--- config.mk ---
export PLATFORM = sky130hd
export DESIGN_NAME = stream_rd_gen
export DESIGN_NICKNAME = d
export VERILOG_FILES = /design/src/rtl/stream_rd_gen.sv
export SDC_FILE = /design/constraint.sdc
export NUM_CORES = 1
export LEC_CHECK = 0
export ABC_CLOCK_PERIOD_IN_PS = 12350
export CAP_MARGIN = 20
export CORE_MARGIN = 3
export CORE_UTILIZATION = 60
export CTS_CLUSTER_SIZE = 12
export DETAILED_ROUTE_END_ITERATION = 12
export DONT_BUFFER_PORTS = 1
export PLACE_DENSITY = 0.85
export SYNTH_ARGS = -nofsm -noshare
export SYNTH_HDL_FRONTEND = slang
export SYNTH_SLANG_ARGS = --single-unit
--- constraint.sdc ---
create_clock -name clk -period 12.35 [get_ports clk]
set_input_delay 1.8525 -clock clk [delete_from_list [all_inputs] [get_ports clk]]
set_output_delay 1.8525 -clock clk [all_outputs]
set_load 0.01 [all_outputs]
--- src/rtl/stream_rd_gen.sv ---
// stream_rd_gen: command-driven word read sequencer that emits unit-annotated beats for the packing stage.
module stream_rd_gen #(
    parameter int DATA_WIDTH      = 32,
    parameter int DATA_UNIT       = 8,
    parameter int USER_INFO_WIDTH = 8,
    parameter int ADDR_WIDTH      = 32,
    parameter int LEN_WIDTH       = 16,
    parameter int MAX_OUTSTANDING = 4
) (
    input  logic                                     clk,
    input  logic                                     rst_n,
    input  logic                                     flush,
    input  logic                                     cmd_valid,
    output logic                                     cmd_ready,
    input  logic [ADDR_WIDTH-1:0]                    cmd_addr,
    input  logic [LEN_WIDTH-1:0]                     cmd_len,
    input  logic [$clog2(DATA_WIDTH/DATA_UNIT)-1:0]  cmd_dst_offset,
    input  logic                                     cmd_last,
    input  logic [USER_INFO_WIDTH-1:0]               cmd_user_info,
    output logic                                     rd_req_valid,
    input  logic                                     rd_req_ready,
    output logic [ADDR_WIDTH-$clog2(DATA_WIDTH/DATA_UNIT)-1:0] rd_req_addr,
    input  logic                                     rd_rsp_valid,
    input  logic [DATA_WIDTH-1:0]                    rd_rsp_data,
    output logic                                     dst_valid,
    input  logic                                     dst_ready,
    output logic [DATA_WIDTH-1:0]                    dst_data,
    output logic                                     dst_bgin,
    output logic [$clog2(DATA_WIDTH/DATA_UNIT):0]    dst_unit_num,
    output logic                                     dst_done,
    output logic                                     dst_last,
    output logic [$clog2(DATA_WIDTH/DATA_UNIT)-1:0]  dst_offset,
    output logic [$clog2(DATA_WIDTH/DATA_UNIT)-1:0]  dst_initial_offset,
    output logic [USER_INFO_WIDTH-1:0]               dst_user_info
);
    localparam int N  = DATA_WIDTH / DATA_UNIT;
    localparam int OW = $clog2(N);
    localparam int AW = $clog2(MAX_OUTSTANDING);
    localparam int CW = AW + 1;
    localparam int WW = ADDR_WIDTH - OW;
    localparam logic [OW:0] N_UNITS = (OW+1)'(N);

    typedef enum logic {IDLE, ISSUE} state_t;
    typedef struct packed {
        logic                       bgin;
        logic [OW:0]                unit_num;
        logic [OW-1:0]              offset;
        logic                       done;
        logic                       last;
        logic [OW-1:0]              init_off;
        logic [USER_INFO_WIDTH-1:0] user;
    } meta_t;

    state_t state, state_nxt;
    logic [WW-1:0] word_addr;
    logic first, c_last;
    logic [OW-1:0] off, c_init;
    logic [LEN_WIDTH-1:0] remaining;
    logic [USER_INFO_WIDTH-1:0] c_user;
    logic [CW-1:0] credits, inflight, discard_cnt, d_cnt;
    logic [AW-1:0] d_wp, d_rp, m_wp, m_rp;
    logic [DATA_WIDTH-1:0] dmem [MAX_OUTSTANDING];
    meta_t mmem [MAX_OUTSTANDING];
    meta_t meta_in, mh;
    logic [OW:0] avail, beat_units;
    logic beat_done, cmd_hs, req_hs, dst_hs, rsp_push;

    assign cmd_hs     = cmd_valid & cmd_ready;
    assign req_hs     = rd_req_valid & rd_req_ready;
    assign dst_hs     = dst_valid & dst_ready;
    assign rsp_push   = rd_rsp_valid && discard_cnt == '0;
    assign avail      = N_UNITS - (first ? {1'b0, off} : '0);
    assign beat_done  = remaining <= LEN_WIDTH'(avail);
    assign beat_units = beat_done ? remaining[OW:0] : avail;
    assign meta_in    = '{bgin: first, unit_num: beat_units, offset: first ? off : '0, done: beat_done,
                          last: c_last & beat_done, init_off: c_init, user: c_user};
    assign rd_req_addr = word_addr;

    always_ff @(posedge clk or negedge rst_n) begin
        if (!rst_n) state <= IDLE;
        else        state <= state_nxt;
    end

    always_comb begin
        state_nxt = flush ? IDLE :
                    state == IDLE ? ((cmd_hs && cmd_len != '0) ? ISSUE : IDLE) :
                    (req_hs && beat_done) ? IDLE : ISSUE;
    end

    always_comb begin
        cmd_ready    = state == IDLE && discard_cnt == '0;
        rd_req_valid = state == ISSUE && credits < CW'(MAX_OUTSTANDING);
    end

    // Credits bound data-FIFO occupancy, so responses are always pushed without backpressure.
    always_ff @(posedge clk or negedge rst_n) begin
        if (!rst_n) begin
            word_addr   <= '0;
            first       <= 1'b0;
            off         <= '0;
            remaining   <= '0;
            c_last      <= 1'b0;
            c_init      <= '0;
            c_user      <= '0;
            credits     <= '0;
            inflight    <= '0;
            discard_cnt <= '0;
            d_cnt       <= '0;
            d_wp        <= '0;
            d_rp        <= '0;
            m_wp        <= '0;
            m_rp        <= '0;
        end else begin
            inflight <= inflight + CW'(req_hs) - CW'(rd_rsp_valid);
            if (flush) begin
                credits     <= '0;
                discard_cnt <= inflight + CW'(req_hs) - CW'(rd_rsp_valid);
                d_cnt       <= '0;
                d_wp        <= '0;
                d_rp        <= '0;
                m_wp        <= '0;
                m_rp        <= '0;
            end else begin
                if (cmd_hs) begin
                    word_addr <= cmd_addr[ADDR_WIDTH-1:OW];
                    first     <= 1'b1;
                    off       <= cmd_addr[OW-1:0];
                    remaining <= cmd_len;
                    c_last    <= cmd_last;
                    c_init    <= cmd_dst_offset;
                    c_user    <= cmd_user_info;
                end
                if (req_hs) begin
                    remaining <= remaining - LEN_WIDTH'(beat_units);
                    word_addr <= word_addr + WW'(1);
                    first     <= 1'b0;
                    m_wp      <= m_wp + AW'(1);
                end
                if (rsp_push) d_wp <= d_wp + AW'(1);
                if (dst_hs) begin
                    d_rp <= d_rp + AW'(1);
                    m_rp <= m_rp + AW'(1);
                end
                credits <= credits + CW'(req_hs) - CW'(dst_hs);
                d_cnt   <= d_cnt + CW'(rsp_push) - CW'(dst_hs);
                if (discard_cnt != '0 && rd_rsp_valid) discard_cnt <= discard_cnt - CW'(1);
            end
        end
    end

    always_ff @(posedge clk) begin
        if (rsp_push) dmem[d_wp] <= rd_rsp_data;
        if (req_hs)   mmem[m_wp] <= meta_in;
    end

    always_comb begin
        dst_valid          = d_cnt != '0;
        mh                 = dst_valid ? mmem[m_rp] : '0;
        dst_data           = dst_valid ? dmem[d_rp] : '0;
        dst_bgin           = mh.bgin;
        dst_unit_num       = mh.unit_num;
        dst_done           = mh.done;
        dst_last           = mh.last;
        dst_offset         = mh.offset;
        dst_initial_offset = mh.init_off;
        dst_user_info      = mh.user;
    end

    rsp_without_request: assert property (@(posedge clk) disable iff (!rst_n) !(rd_rsp_valid && inflight == '0));
endmodule

==> metrics.md, run 1 <==
| Metric | Value |
|---|---|
| Power Density | `around 220 nW/um2` |
| Count of cell types in the netlist | `63` |
| Routed Antenna Nets | `0` |
| Post-CTS setup buffers | `0` |
| Clock buffer depth | `3` |
| Static Leak | `between 4 and 5 nW` |
| Area Overhead vs Synth | `8.54%` |
| Post-DP HPWL | `17,300 um` |
| Status | `finished clean` |
| Count leader, synth | `edfxtp_1` |
| Hold buffers post-CTS | `0` |
| Clock sink count | `281` |
| Number of global-route vias before repair | `roughly 7,800` |
| Total gr overflow | `0` |
| Core ar. | `approximately 20,000 um2` |
| Average routed wire per standard cell | `approximately 23 um` |
| Max Freq | `193 MHz` |
| Initial antenna violation count | `1` |
| Number of buffers added on ports | `0` |
| Ys Warns | `0` |
| FP Rows | `52` |
| Worst-Skew Late Latency | `around 0.52 ns` |
| CP Data Required Time | `12.79 ns` |
| Avg Inst Size Synth | `approximately 14 um2` |
| N_diodes | `0` |
| Register area share after synthesis | `approximately 64%` |
| Pre-Repair DR Iteration Count | `5` |
| Setup Skew | `between 0.015 and 0.02 ns` |
| CTS Buf Count | `28` |
| Routability cong. | `roughly 0.90` |
| Ports | `around 180` |
| EDFF count, synth | `200` |
| Flops & latches, synth | `281` |
| Root Driver | `clkbuf_16` |
| Primary FF master, synth | `edfxtp_1` |
| Clock Pin Slew Worst Setup and Hold Paths | `roughly 0.060 ns` |
| Critical-path maximum fanout | `11` |
| Maximum number of pins on one net before global-route repair | `82` |
| Top-area cell type share of the netlist area | `approximately 48%` |
| Worst VDD drop | `roughly 0.12 mV` |
| Via count | `approximately 7,600` |
| Final hold slack | `0.480 ns` |
| Post_cts resized | `0` |
| Setup TNS | `0 ns` |
| Syn_nets | `a little over 1,000` |
| First-pass GRT wire length | `approximately 43,000 um` |
| Post-route DRC | `0` |
| Mapped Area | `between 10,000 and 15,000 um2` |
| Initial DRC Count | `around 610` |
| Max Slew Vio Count | `0` |
| Die W | `between 150 and 200 um` |
| Synth cell count leaders | `200 x edfxtp_1, 111 x nand2_1, 81 x dfrtp_1` |
| Hold Fails Final Rpt | `0` |
| Slew HR | `around 34%` |
| Worst setup SP type | `flip-flop` |
| Gr usage total | `23.9%` |
| # setup viols final | `0` |
| Share of cells above drive strength 1 | `about an eighth` |
| Critical path class | `flip-flop to flip-flop` |
| Die area | `about 23,000 um2` |
| Vias/cell | `roughly 6.4` |
| Die height | `~150 um` |
| Tcrit/Tclk final | `42.1%` |
| RSZ-0062 raised after global routing | `false` |
| Max-Cap Viols | `0` |
| Ranking of synthesized cells by area | `edfxtp_1 48%, dfrtp_1 16%, mux4_2 8.9%` |
| NumNets Final | `slightly above 1,000` |
| Final wirelength | `27,000 um` |
| Async SR Flop Fraction | `roughly 29%` |
| Cell count after synthesis | `between 900 and 1,000` |
| Worst slew pin tran | `a little under 1 ns` |
| Final Critical Period | `5.19 ns` |
| TritonCTS clock tree | `yes` |
| H-tree depth | `1` |
| Critical Path AT | `approximately 5.6 ns` |
| Area leader, netlist | `edfxtp_1` |
| Worst setup EP type | `flip-flop` |
| Min-delay worst type | `flip-flop to flip-flop` |
| Initial Utilization | `just over 60%` |
-- area by class of cell --
cell class,count,area (um2)
Clock buffer,50,845
Multi-Input combinational cell,540,4250
Fill cell,1402,6750
Timing Repair Buffer,12,90.1
Sequential cell,281,8030
Tap cell,270,338
Clock inverter,2,7.51
Inverter,29,109
-- per-stage QoR --
stage | util, % | instances | total power [mW] | instance area, um2 | worst slack (ns)
2_1_floorplan | - | 902 | 2.06 | 12600 | 8.13
3_3_place_gp | 62.8 | 1132 | 2.24 | 12800 | 7.59
3_5_place_dp | 62.8 | 1132 | 2.28 | 12800 | 7.26
4_1_cts | 66.9 | 1184 | 3.07 | 13700 | 7.20
5_1_grt | 66.9 | 1184 | 3.24 | 13700 | 6.80
6_report | 66.9 | 1184 | 3.05 | 13700 | 7.16
-- critical path, stage by stage (launching register included) --
cell       delay [ns]
dfrtp_1          0.45
nand2_1          0.13
ha_1             0.34
inv_1            0.05
ha_1             0.29
nor2b_1          0.14
o21ai_0          0.18
nand2b_1         0.12
a2111oi_4        0.73
mux2i_1          0.50
ha_1             0.26
inv_1            0.06
fa_1             0.40
a211oi_1         0.62
nand3_1          0.27
o41ai_1          0.30
a21oi_1          0.11
a21oi_1          0.14
-- layer usage --
layer	wire length, um	vias to the layer above	part of all wire, %	GRT usage (%)
met5	13	-	0.048	0
met4	583	2	2.2	6.44
met3	2640	50	9.8	6.28
met2	13700	357	51	40.3
met1	10100	3759	37	31.2
li1	-	3382	-	-
-- power breakdown --
| group | internal (mW) | switching, mW |
|---|---|---|
| Clock | 0.458 | 0.331 |
| Combinational | 0.372 | 0.479 |
| Sequential | 1.20 | 0.216 |
| Total | 2.03 | 1.03 |
-- cells by family (layout without fill, tap and decap cells) --
group | count (synthesis) | in the layout | share of synthesized area, %
compound gates | 108 | 108 | 6.07
mux | 64 | 64 | 10.1
flops | 281 | 281 | 63.7
xor+xnor | 15 | 15 | 1.04
fa+ha+maj | 28 | 28 | 3.02
simple gates | 325 | 325 | 13.4
buf+inv | 81 | 93 | 2.54
-- final timing paths --
check	startpoint	end	slack, ns	cells after the start
min in group asynchronous	rst_n	rd_req_addr[23]$_DFFE_PN0P_	1.02	0
setup reg to reg	first$_DFFE_PN0P_	remaining[14]$_DFFE_PN0P_	7.16	17
hold / removal	inflight[2]$_DFF_PN0_	inflight[2]$_DFF_PN0_	0.48	1
hold reg to reg	inflight[2]$_DFF_PN0_	inflight[2]$_DFF_PN0_	0.48	1
setup / recovery	first$_DFFE_PN0P_	remaining[14]$_DFFE_PN0P_	7.16	17
max in group asynchronous	rst_n	d_rp[0]$_DFFE_PN0P_	11.18	0
-- placed cells by master, fill, tap and decap left out, types with 16 or more instances in the layout --
cell type and count:
dfrtp_1 80, nor3_1 20, mux4_2 50, inv_1 29, o21ai_0 16, nor2_1 36
nand3_1 24, nand2_1 111, clkbuf_1 17, and2_1 56, a21oi_1 23, ha_1 24
clkbuf_16 29, edfxtp_1 200
-- flip-flops by register name (all words and copies together) (netlist names), 2 cells and up --
name and flops:
m_rp 2, mmem 72, credits 3, off 2
m_wp 2, c_init 2, inflight 3, remaining 16
d_cnt 3, d_wp 2, c_user 8, dmem 128
discard_cnt 3, d_rp 2, rd_req_addr 30
Note: power is estimated with default switching activity, not from simulation.
==> run 2, diff against run 1 <==
--- a/config.mk
+++ b/config.mk
@@ -5,10 +5,11 @@
 export SDC_FILE = /design/constraint.sdc
 export NUM_CORES = 1
 export LEC_CHECK = 0
-export ABC_CLOCK_PERIOD_IN_PS = 12350
+export ABC_AREA = 1
+export ABC_CLOCK_PERIOD_IN_PS = 4430
 export CAP_MARGIN = 20
 export CORE_MARGIN = 3
-export CORE_UTILIZATION = 60
+export CORE_UTILIZATION = 58
 export CTS_CLUSTER_SIZE = 12
 export DETAILED_ROUTE_END_ITERATION = 12
 export DONT_BUFFER_PORTS = 1
==> constraint.sdc (replaced) <==
create_clock -name clk -period 4.43 [get_ports clk]
set_input_delay 0.6645 -clock clk [delete_from_list [all_inputs] [get_ports clk]]
set_output_delay 0.6645 -clock clk [all_outputs]
set_load 0.01 [all_outputs]
==> run 2 against run 1 <==
  * The flow now finishes with violations (hold timing)
  * Synthesized cell count rose by 57%
  * Sequential power grew to 2.7 times the previous value
  * Clock-buffer cell count shrank 9
  * First-iteration DRC count up 29%
  * Sequential cell count did not move
  * Clock skew increased by 0.00088 ns
  * Total power grew to 2.9 times the previous value
  * Wire length grew 11%
  * Register-to-register slack worse by 6.6 ns
  * Via count up 28%
  * Critical path type unchanged
  * Largest power group unchanged
==> metrics.md, run 2 <==
| Metric | Value |
|---|---|
| Worst-Skew Late Latency | `0.55 ns (+0.03 ns)` |
| Number of buffers added on ports | `0 (unchanged)` |
| Worst setup SP type | `flip-flop` |
| Power Density | `606 nW/um2 (+170%)` |
| EDFF count, synth | `200 (unchanged)` |
| Avg Inst Size Synth | `9.34 um2 (-33%)` |
| Primary FF master, synth | `edfxtp_1` |
| Min-delay worst type | `input port to async pin` |
| Ranking of synthesized cells by area | `edfxtp_1 45%, dfrtp_1 15%, nor2_1 8.9%` |
| Final wirelength | `30,100 um (+11%)` |
| Max Freq | `262 MHz (+36%)` |
| Crit-path leading delay family | `simple AND/OR/NAND/NOR gates` |
| Routability cong. | `0.907 (+1.0%)` |
| Hold buffers post-CTS | `1 (+1)` |
| Share of cells above drive strength 1 | `6.18% (-7.1 points)` |
| CTS Buf Count | `30 (+7.1%)` |
| CP Data Required Time | `4.87 ns (-7.92 ns)` |
| Final hold slack | `-0.0208 ns (-0.500 ns)` |
| Flops & latches, synth | `281 (unchanged)` |
| Core ar. | `22,200 um2 (+8.5%)` |
| Crit path largest cell delay | `0.44 ns (-0.29 ns)` |
| Most frequent cells in the layout | `310 x nor2_1, 278 x nand2_1, 200 x edfxtp_1` |
| Logic pwr share | `29.5% (+1.6 points)` |
| Sw Pwr | `3.25 mW (+220%)` |
| Ys Warns | `0 (unchanged)` |
| Setup TNS | `0 ns (unchanged)` |
| TritonCTS clock tree | `yes` |
| Worst slew pin tran | `1.03 ns (+0.0451 ns)` |
| Flop-to-flop setup slack | `0.61 ns (-6.55 ns)` |
| Utilization after layout | `64.9% (-2.1 points)` |
| Synth cell count leaders | `314 x nor2_1, 278 x nand2_1, 200 x edfxtp_1` |
| Final Critical Period | `3.82 ns (-1.37 ns)` |
| Tcrit/Tclk final | `86.3% (+44 points)` |
| Flop pwr share | `43.7% (-2.6 points)` |
| Initial antenna violation count | `2 (+1)` |
| Critical Path AT | `4.26 ns (-1.38 ns)` |
| Most frequent CP cell | `nand2_1` |
| Initial DRC Count | `792 (+29%)` |
| Post-DP HPWL | `18,700 um (+7.8%)` |
| FP Rows | `54 (+3.8%)` |
| Commonest non-fill, non-tap cell in the layout | `nor2_1` |
| Root Driver | `clkbuf_16` |
| Average routed wire per standard cell | `17.7 um (-23%)` |
| Syn_nets | `1,544 (+50%)` |
| Clock share of power | `26.8% (+1.0 points)` |
| Area leader, netlist | `edfxtp_1` |
| Post_cts resized | `0 (unchanged)` |
| Ports | `181 (unchanged)` |
| Max-Cap Viols | `0 (unchanged)` |
| Count leader, synth | `nor2_1` |
| Pre-Repair DR Iteration Count | `5 (unchanged)` |
| Top-area cell type share of the netlist area | `45.3% (-2.3 points)` |
| Async SR Flop Fraction | `28.8% (unchanged)` |
| Critical path class | `flip-flop to flip-flop` |
| # setup viols final | `0 (unchanged)` |
| Mapped Area | `13,200 um2 (+5.1%)` |
| Biggest register | `dmem` |
| Worst VDD drop | `0.310 mV (+170%)` |
| Cell count after synthesis | `1,418 (+57%)` |
| Initial Utilization | `59.8% (-1.9 points)` |
| RSZ-0062 raised after global routing | `false` |
| Die height | `157 um (+4.1%)` |
| Sw Ratio | `37.4% (+3.8 points)` |
| First-pass GRT wire length | `46,800 um (+10%)` |
| Count of cell types in the netlist | `40 (-37%)` |
| Status | `finished, violations left` |
| Largest register FFs | `128 (unchanged)` |
| Clock sink count | `281 (unchanged)` |
| H-tree depth | `1 (unchanged)` |
| FILL cells | `1,709 (+22%)` |
| Maximum number of pins on one net before global-route repair | `82 (unchanged)` |
| Critical path's slowest cell | `dfrtp_1` |
| Pre-CTS WS | `0.737 ns (-6.52 ns)` |
| Gr usage total | `23.7% (-0.22 points)` |
| Pint | `5.46 mW (+170%)` |
| Vias/cell | `5.67 (-11%)` |
| Cells along the critical path | `nand2_1 > ha_1 > inv_1 > ha_1 > nand2_1 > nand2_1 > a21o_1 > o21ai_0 > nand2_1 > o21ai_0 > ha_1 > inv_1 > fa_1 > nand2_1 > nand2_1 > nor2_1 > nand3b_1 > nand2_1 > nand3_1 > nand2_1 > nand2_1` |
| Static Leak | `5.63 nW (+18%)` |
| Setup Skew | `0.0198 ns (+0.000878 ns)` |
| Clock Pin Slew Worst Setup and Hold Paths | `0.06 ns (about the same)` |
| Die area | `24,700 um2 (+8.4%)` |
| Hold Fails Final Rpt | `6 (+6)` |
| Max Slew Vio Count | `0 (unchanged)` |
| Post-CTS setup buffers | `0 (unchanged)` |
| Routed Antenna Nets | `0 (unchanged)` |
| Slack of the critical path | `0.607 ns (-6.55 ns)` |
| Via count | `9,660 (+28%)` |
| Failing checks | `hold timing` |
| Clock buffer depth | `3 (unchanged)` |
| CP Buf/Inv Count | `2 (unchanged)` |
| Slew HR | `31.1% (-3.2 points)` |
| Critical-path maximum fanout | `11 (unchanged)` |
| Number of global-route vias before repair | `9,113 (+17%)` |
| Die W | `157 um (+4.1%)` |
| Worst setup EP type | `flip-flop` |
| NumNets Final | `1,529 (+50%)` |
| Register area share after synthesis | `60.6% (-3.1 points)` |
| Area Overhead vs Synth | `8.53% (about the same)` |
| Total gr overflow | `0 (unchanged)` |
| Post-route DRC | `0 (unchanged)` |
run 2: cell count changes in the layout (fill, tap and decap cells not counted), moves of 9 or more:
cell,previous run,this run
nand2_1,111,278
a21oi_1,23,66
nor2b_1,10,0
nand3_1,24,52
a31oi_1,14,2
inv_1,29,101
a32oi_1,9,0
mux2i_1,10,0
nor3_1,20,4
and3_1,14,0
and2_1,56,0
o21ai_0,16,158
nor2_1,36,310
mux4_2,50,0
run 2: path summary, 6_finish.rpt:
kind                                                to               start  cells past startpoint
min in group clk                  credits[1]$_DFF_PN0_               flush                      1
min                        rd_req_addr[24]$_DFFE_PN0P_               rst_n                      1
max in group asynchronous          d_rp[0]$_DFFE_PN0P_               rst_n                      1
max reg2reg                  remaining[14]$_DFFE_PN0P_   first$_DFFE_PN0P_                     21
min reg2reg                         off[1]$_DFFE_PN0P_  off[1]$_DFFE_PN0P_                      2
max                          remaining[14]$_DFFE_PN0P_   first$_DFFE_PN0P_                     21
run 2: metrics by stage:
step | area (um2) | power, mW | std cells
2_1_floorplan | 13200 | 5.73 | 1418
3_3_place_gp | 13400 | 6.26 | 1650
3_5_place_dp | 13400 | 6.39 | 1650
4_1_cts | 14400 | 8.75 | 1703
5_1_grt | 14400 | 9.28 | 1705
6_report | 14400 | 8.71 | 1705
run 2: final cells by class:
class | count | area [um2] | share of cell area [%]
inverters | 108 | 405 | 2.82
flip-flops and latches | 281 | 8030 | 55.9
clock buffers | 41 | 813 | 5.66
clock inverters | 11 | 104 | 0.722
multi-input cells | 967 | 4530 | 31.5
diodes | 2 | 5.00 | 0.0348
well taps | 280 | 350 | 2.44
repair buffers | 15 | 133 | 0.922
run 2: logic make-up after synthesis:
kind of cell,count (synthesis),share of synthesized area [%]
simple gates,678,20.6
buf+inv,170,5.30
xor+xnor,7,0.463
fa+ha+maj,28,2.87
flops,281,60.6
compound gates,254,10.2
run 2: worst register-to-register path: stages, from the launching register on:
cell      delay (ns)
dfrtp_1         0.44
nand2_1         0.11
ha_1            0.31
inv_1           0.06
ha_1            0.29
nand2_1         0.08
nand2_1         0.06
a21o_1          0.14
o21ai_0         0.10
nand2_1         0.26
o21ai_0         0.34
ha_1            0.21
inv_1           0.06
fa_1            0.39
nand2_1         0.10
nand2_1         0.12
nor2_1          0.24
nand3b_1        0.11
nand2_1         0.07
nand3_1         0.08
nand2_1         0.11
nand2_1         0.05
run 2: per-layer routing:
layer | up-vias | wire length, um | part of all wire, % | global-route usage [%]
met2 | 376 | 14800 | 49 | 41.2
met5 | - | 0 | 0 | 0
met1 | 4568 | 12000 | 40 | 29.7
met3 | 47 | 2590 | 8.6 | 5.31
li1 | 4669 | - | - | -
met4 | 0 | 656 | 2.2 | 7.44
run 2: power by group through the flow:
stage               clock network [mW]  registers [mW]  logic (mW)
global placement                     0            3.83        2.43
floorplan                            0            3.70        2.02
finish                            2.34            3.81        2.57
global route                      2.48            3.86        2.93
detailed placement                   0            3.85        2.54
CTS                               2.38            3.80        2.57
==> run 3, diff against run 2 <==
==> constraint.sdc (replaced) <==
create_clock -name clk -period 4.43 [get_ports clk]
set_input_delay 0.6645 -clock clk [delete_from_list [all_inputs] [get_ports clk]]
set_output_delay 0.6645 -clock clk [all_outputs]
set_load 0.02 [all_outputs]
==> run 3 against run 2 <==
  * Cell count about the same
  * Sequential power increased by 3%
  * Register-to-register slack got worse by 0.14 ns
  * The run still ends with hold timing left
  * Critical endpoint unchanged
  * First-iteration DRC count decreased by 6.2%
==> metrics.md, run 3 (synthesis gave the netlist of run 2 again) <==
| Metric | Value |
|---|---|
| Post-route DRC | `0 (unchanged)` |
| Worst-Skew Late Latency | `0.55 ns (about the same)` |
| Slew HR | `30.7% (-0.46 points)` |
| Most frequent cells in the layout | `310 x nor2_1, 278 x nand2_1, 200 x edfxtp_1` |
| Max Freq | `252 MHz (-3.5%)` |
| Sw Pwr | `3.60 mW (+11%)` |
| Die height | `157 um (unchanged)` |
| Share of cells above drive strength 1 | `6.18% (unchanged)` |
| Most frequent CP cell | `nand2_1` |
| Worst setup SP type | `flip-flop` |
| Logic pwr share | `31.1% (+1.6 points)` |
| Flop pwr share | `43.5% (-0.2 points)` |
| Crit Reg-Reg Startpoint | `first$_DFFE_PN0P_` |
| Final hold slack | `-0.00478 ns (+0.0160 ns)` |
| Cells along the critical path | `nand2_1 > ha_1 > inv_1 > ha_1 > nand2_1 > nand2_1 > a21o_1 > o21ai_0 > nand2_1 > o21ai_0 > ha_1 > inv_1 > fa_1 > nand2_1 > nand2_1 > nor2_1 > nand3b_1 > nand2_1 > nand3_1 > nand2_1 > nand2_1` |
| Routability cong. | `0.906 (-0.14%)` |
| H-tree depth | `1 (unchanged)` |
| CP Data Required Time | `4.86 ns (about the same)` |
| Worst VDD drop | `0.363 mV (+17%)` |
| RSZ-0062 raised after global routing | `false` |
| Status | `finished, violations left` |
| Non-filler cells, final | `1,704 (-0.059%)` |
| TritonCTS clock tree | `yes` |
| Biggest register | `dmem` |
| Ports | `181 (unchanged)` |
| Final wirelength | `30,200 um (+0.39%)` |
| Critical path's slowest cell | `o21ai_0` |
| Failing checks | `hold timing` |
| Routed Antenna Nets | `0 (unchanged)` |
| Crit path largest cell delay | `0.50 ns (+0.06 ns)` |
| Pre-Repair DR Iteration Count | `5 (unchanged)` |
| Tcrit/Tclk final | `89.4% (+3.1 points)` |
| Via count | `9,741 (+0.84%)` |
| Pint | `5.41 mW (-0.77%)` |
| Setup Skew | `0.0151 ns (-0.00470 ns)` |
| Worst setup EP type | `flip-flop` |
| CP Launch Point | `first$_DFFE_PN0P_` |
| Critical-path maximum fanout | `11 (unchanged)` |
| Critical path class | `flip-flop to flip-flop` |
| Clock buffer depth | `3 (unchanged)` |
| Sw Ratio | `39.9% (+2.6 points)` |
| CTS Buf Count | `30 (unchanged)` |
| Post-CTS setup buffers | `0 (unchanged)` |
| CP Buf/Inv Count | `2 (unchanged)` |
| Initial Utilization | `59.8% (unchanged)` |
| Root Driver | `clkbuf_16` |
| Max-Cap Viols | `0 (unchanged)` |
| Total gr overflow | `0 (unchanged)` |
| Clock Pin Slew Worst Setup and Hold Paths | `0.06 ns (about the same)` |
| Power Density | `627 nW/um2 (+3.5%)` |
| Final Critical Period | `3.96 ns (+0.137 ns)` |
| Gr usage total | `23.9% (+0.20 points)` |
| First-pass GRT wire length | `47,500 um (+1.4%)` |
| Placed cells | `1,650 (unchanged)` |
| Die area | `24,700 um2 (unchanged)` |
| Vias/cell | `5.72 (+0.90%)` |
| Utilization after layout | `64.8% (about the same)` |
| Post-DP HPWL | `19,200 um (+3.2%)` |
| # setup viols final | `0 (unchanged)` |
| Die W | `157 um (unchanged)` |
| Static Leak | `5.63 nW (about the same)` |
| Initial DRC Count | `743 (-6.2%)` |
| Largest register FFs | `128 (unchanged)` |
| Critical Path AT | `4.39 ns (+0.13 ns)` |
| Average routed wire per standard cell | `17.7 um (+0.45%)` |
| Worst slew pin tran | `1.04 ns (+0.00682 ns)` |
| Initial antenna violation count | `1 (-1)` |
| Clock share of power | `25.3% (-1.5 points)` |
| Min-delay worst type | `input port to async pin` |
| Clock sink count | `281 (unchanged)` |
| Hold Fails Final Rpt | `2 (-4)` |
| NumNets Final | `1,529 (unchanged)` |
| Crit-path leading delay family | `simple AND/OR/NAND/NOR gates` |
| Maximum number of pins on one net before global-route repair | `82 (unchanged)` |
| Core ar. | `22,200 um2 (unchanged)` |
| Number of global-route vias before repair | `9,402 (+3.2%)` |
| Pre-CTS WS | `0.534 ns (-0.203 ns)` |
| FP Rows | `54 (unchanged)` |
| Number of buffers added on ports | `0 (unchanged)` |
| Area Overhead vs Synth | `8.48% (about the same)` |
| Commonest non-fill, non-tap cell in the layout | `nor2_1` |
| Slack of the critical path | `0.470 ns (-0.137 ns)` |
| Max Slew Vio Count | `0 (unchanged)` |
| Setup TNS | `0 ns (unchanged)` |
## run 3: through the flow
| stage | cell area (um2) | power, mW |
|---|---|---|
| 2_1_floorplan | 13200 | 6.05 |
| 6_report | 14400 | 9.02 |
| 5_1_grt | 14400 | 9.58 |
| 4_1_cts | 14400 | 9.05 |
| 3_3_place_gp | 13400 | 6.58 |
| 3_5_place_dp | 13400 | 6.74 |
## run 3: repair_timing
item,4_1_cts,5_1_grt
resized for setup,0,0
hold buffers,1,0
endpoints found under the hold margin,81,0
## run 3: path summary, 6_finish.rpt
kind / end / slack [ns] / cells after the start
min in group clk: d_cnt[0]$_DFF_PN0_ / 0.18 / 1
hold reg to reg: off[1]$_DFFE_PN0P_ / 0.49 / 2
setup reg to reg: remaining[14]$_DFFE_PN0P_ / 0.47 / 21
hold / removal: rd_req_addr[21]$_DFFE_PN0P_ / -0.005 / 1
setup / recovery: remaining[14]$_DFFE_PN0P_ / 0.47 / 21
max in group asynchronous: d_rp[0]$_DFFE_PN0P_ / 4.02 / 1
## run 3: worst register-to-register path, cell delays in order, from the launching register on
cell and delay (ns):
dfrtp_1 0.44, nand2_1 0.11, ha_1 0.31, inv_1 0.06, ha_1 0.30, nand2_1 0.08
nand2_1 0.05, a21o_1 0.14, o21ai_0 0.09, nand2_1 0.25, o21ai_0 0.50, ha_1 0.24
inv_1 0.06, fa_1 0.37, nand2_1 0.10, nand2_1 0.12, nor2_1 0.25, nand3b_1 0.11
nand2_1 0.07, nand3_1 0.07, nand2_1 0.09, nand2_1 0.05
## run 3: layout make-up
| type | instances | area [um2] |
|---|---|---|
| timing repair buffer | 15 | 153 |
| fill | 1763 | 7790 |
| multi-input combinational | 967 | 4530 |
| clock inverter | 11 | 80.1 |
| clock buffer | 41 | 813 |
| inverter | 108 | 405 |
| antenna | 1 | 2.50 |
| tap | 280 | 350 |
| sequential | 281 | 8030 |
## run 3: routing by layer
layer	global-route usage, %	up-vias	part of all wire (%)
met4	7.85	0	2.2
met3	5.66	57	10
met1	30.2	4573	39
met2	40.9	437	48
met5	0	-	0
li1	-	4674	-
## run 3: power groups by stage
stage	registers, mW	logic [mW]	clock network [mW]
detailed placement	3.97	2.77	0
floorplan	3.80	2.25	0
global route	3.98	3.16	2.44
global placement	3.96	2.62	0
CTS	3.92	2.81	2.32
finish	3.93	2.81	2.29
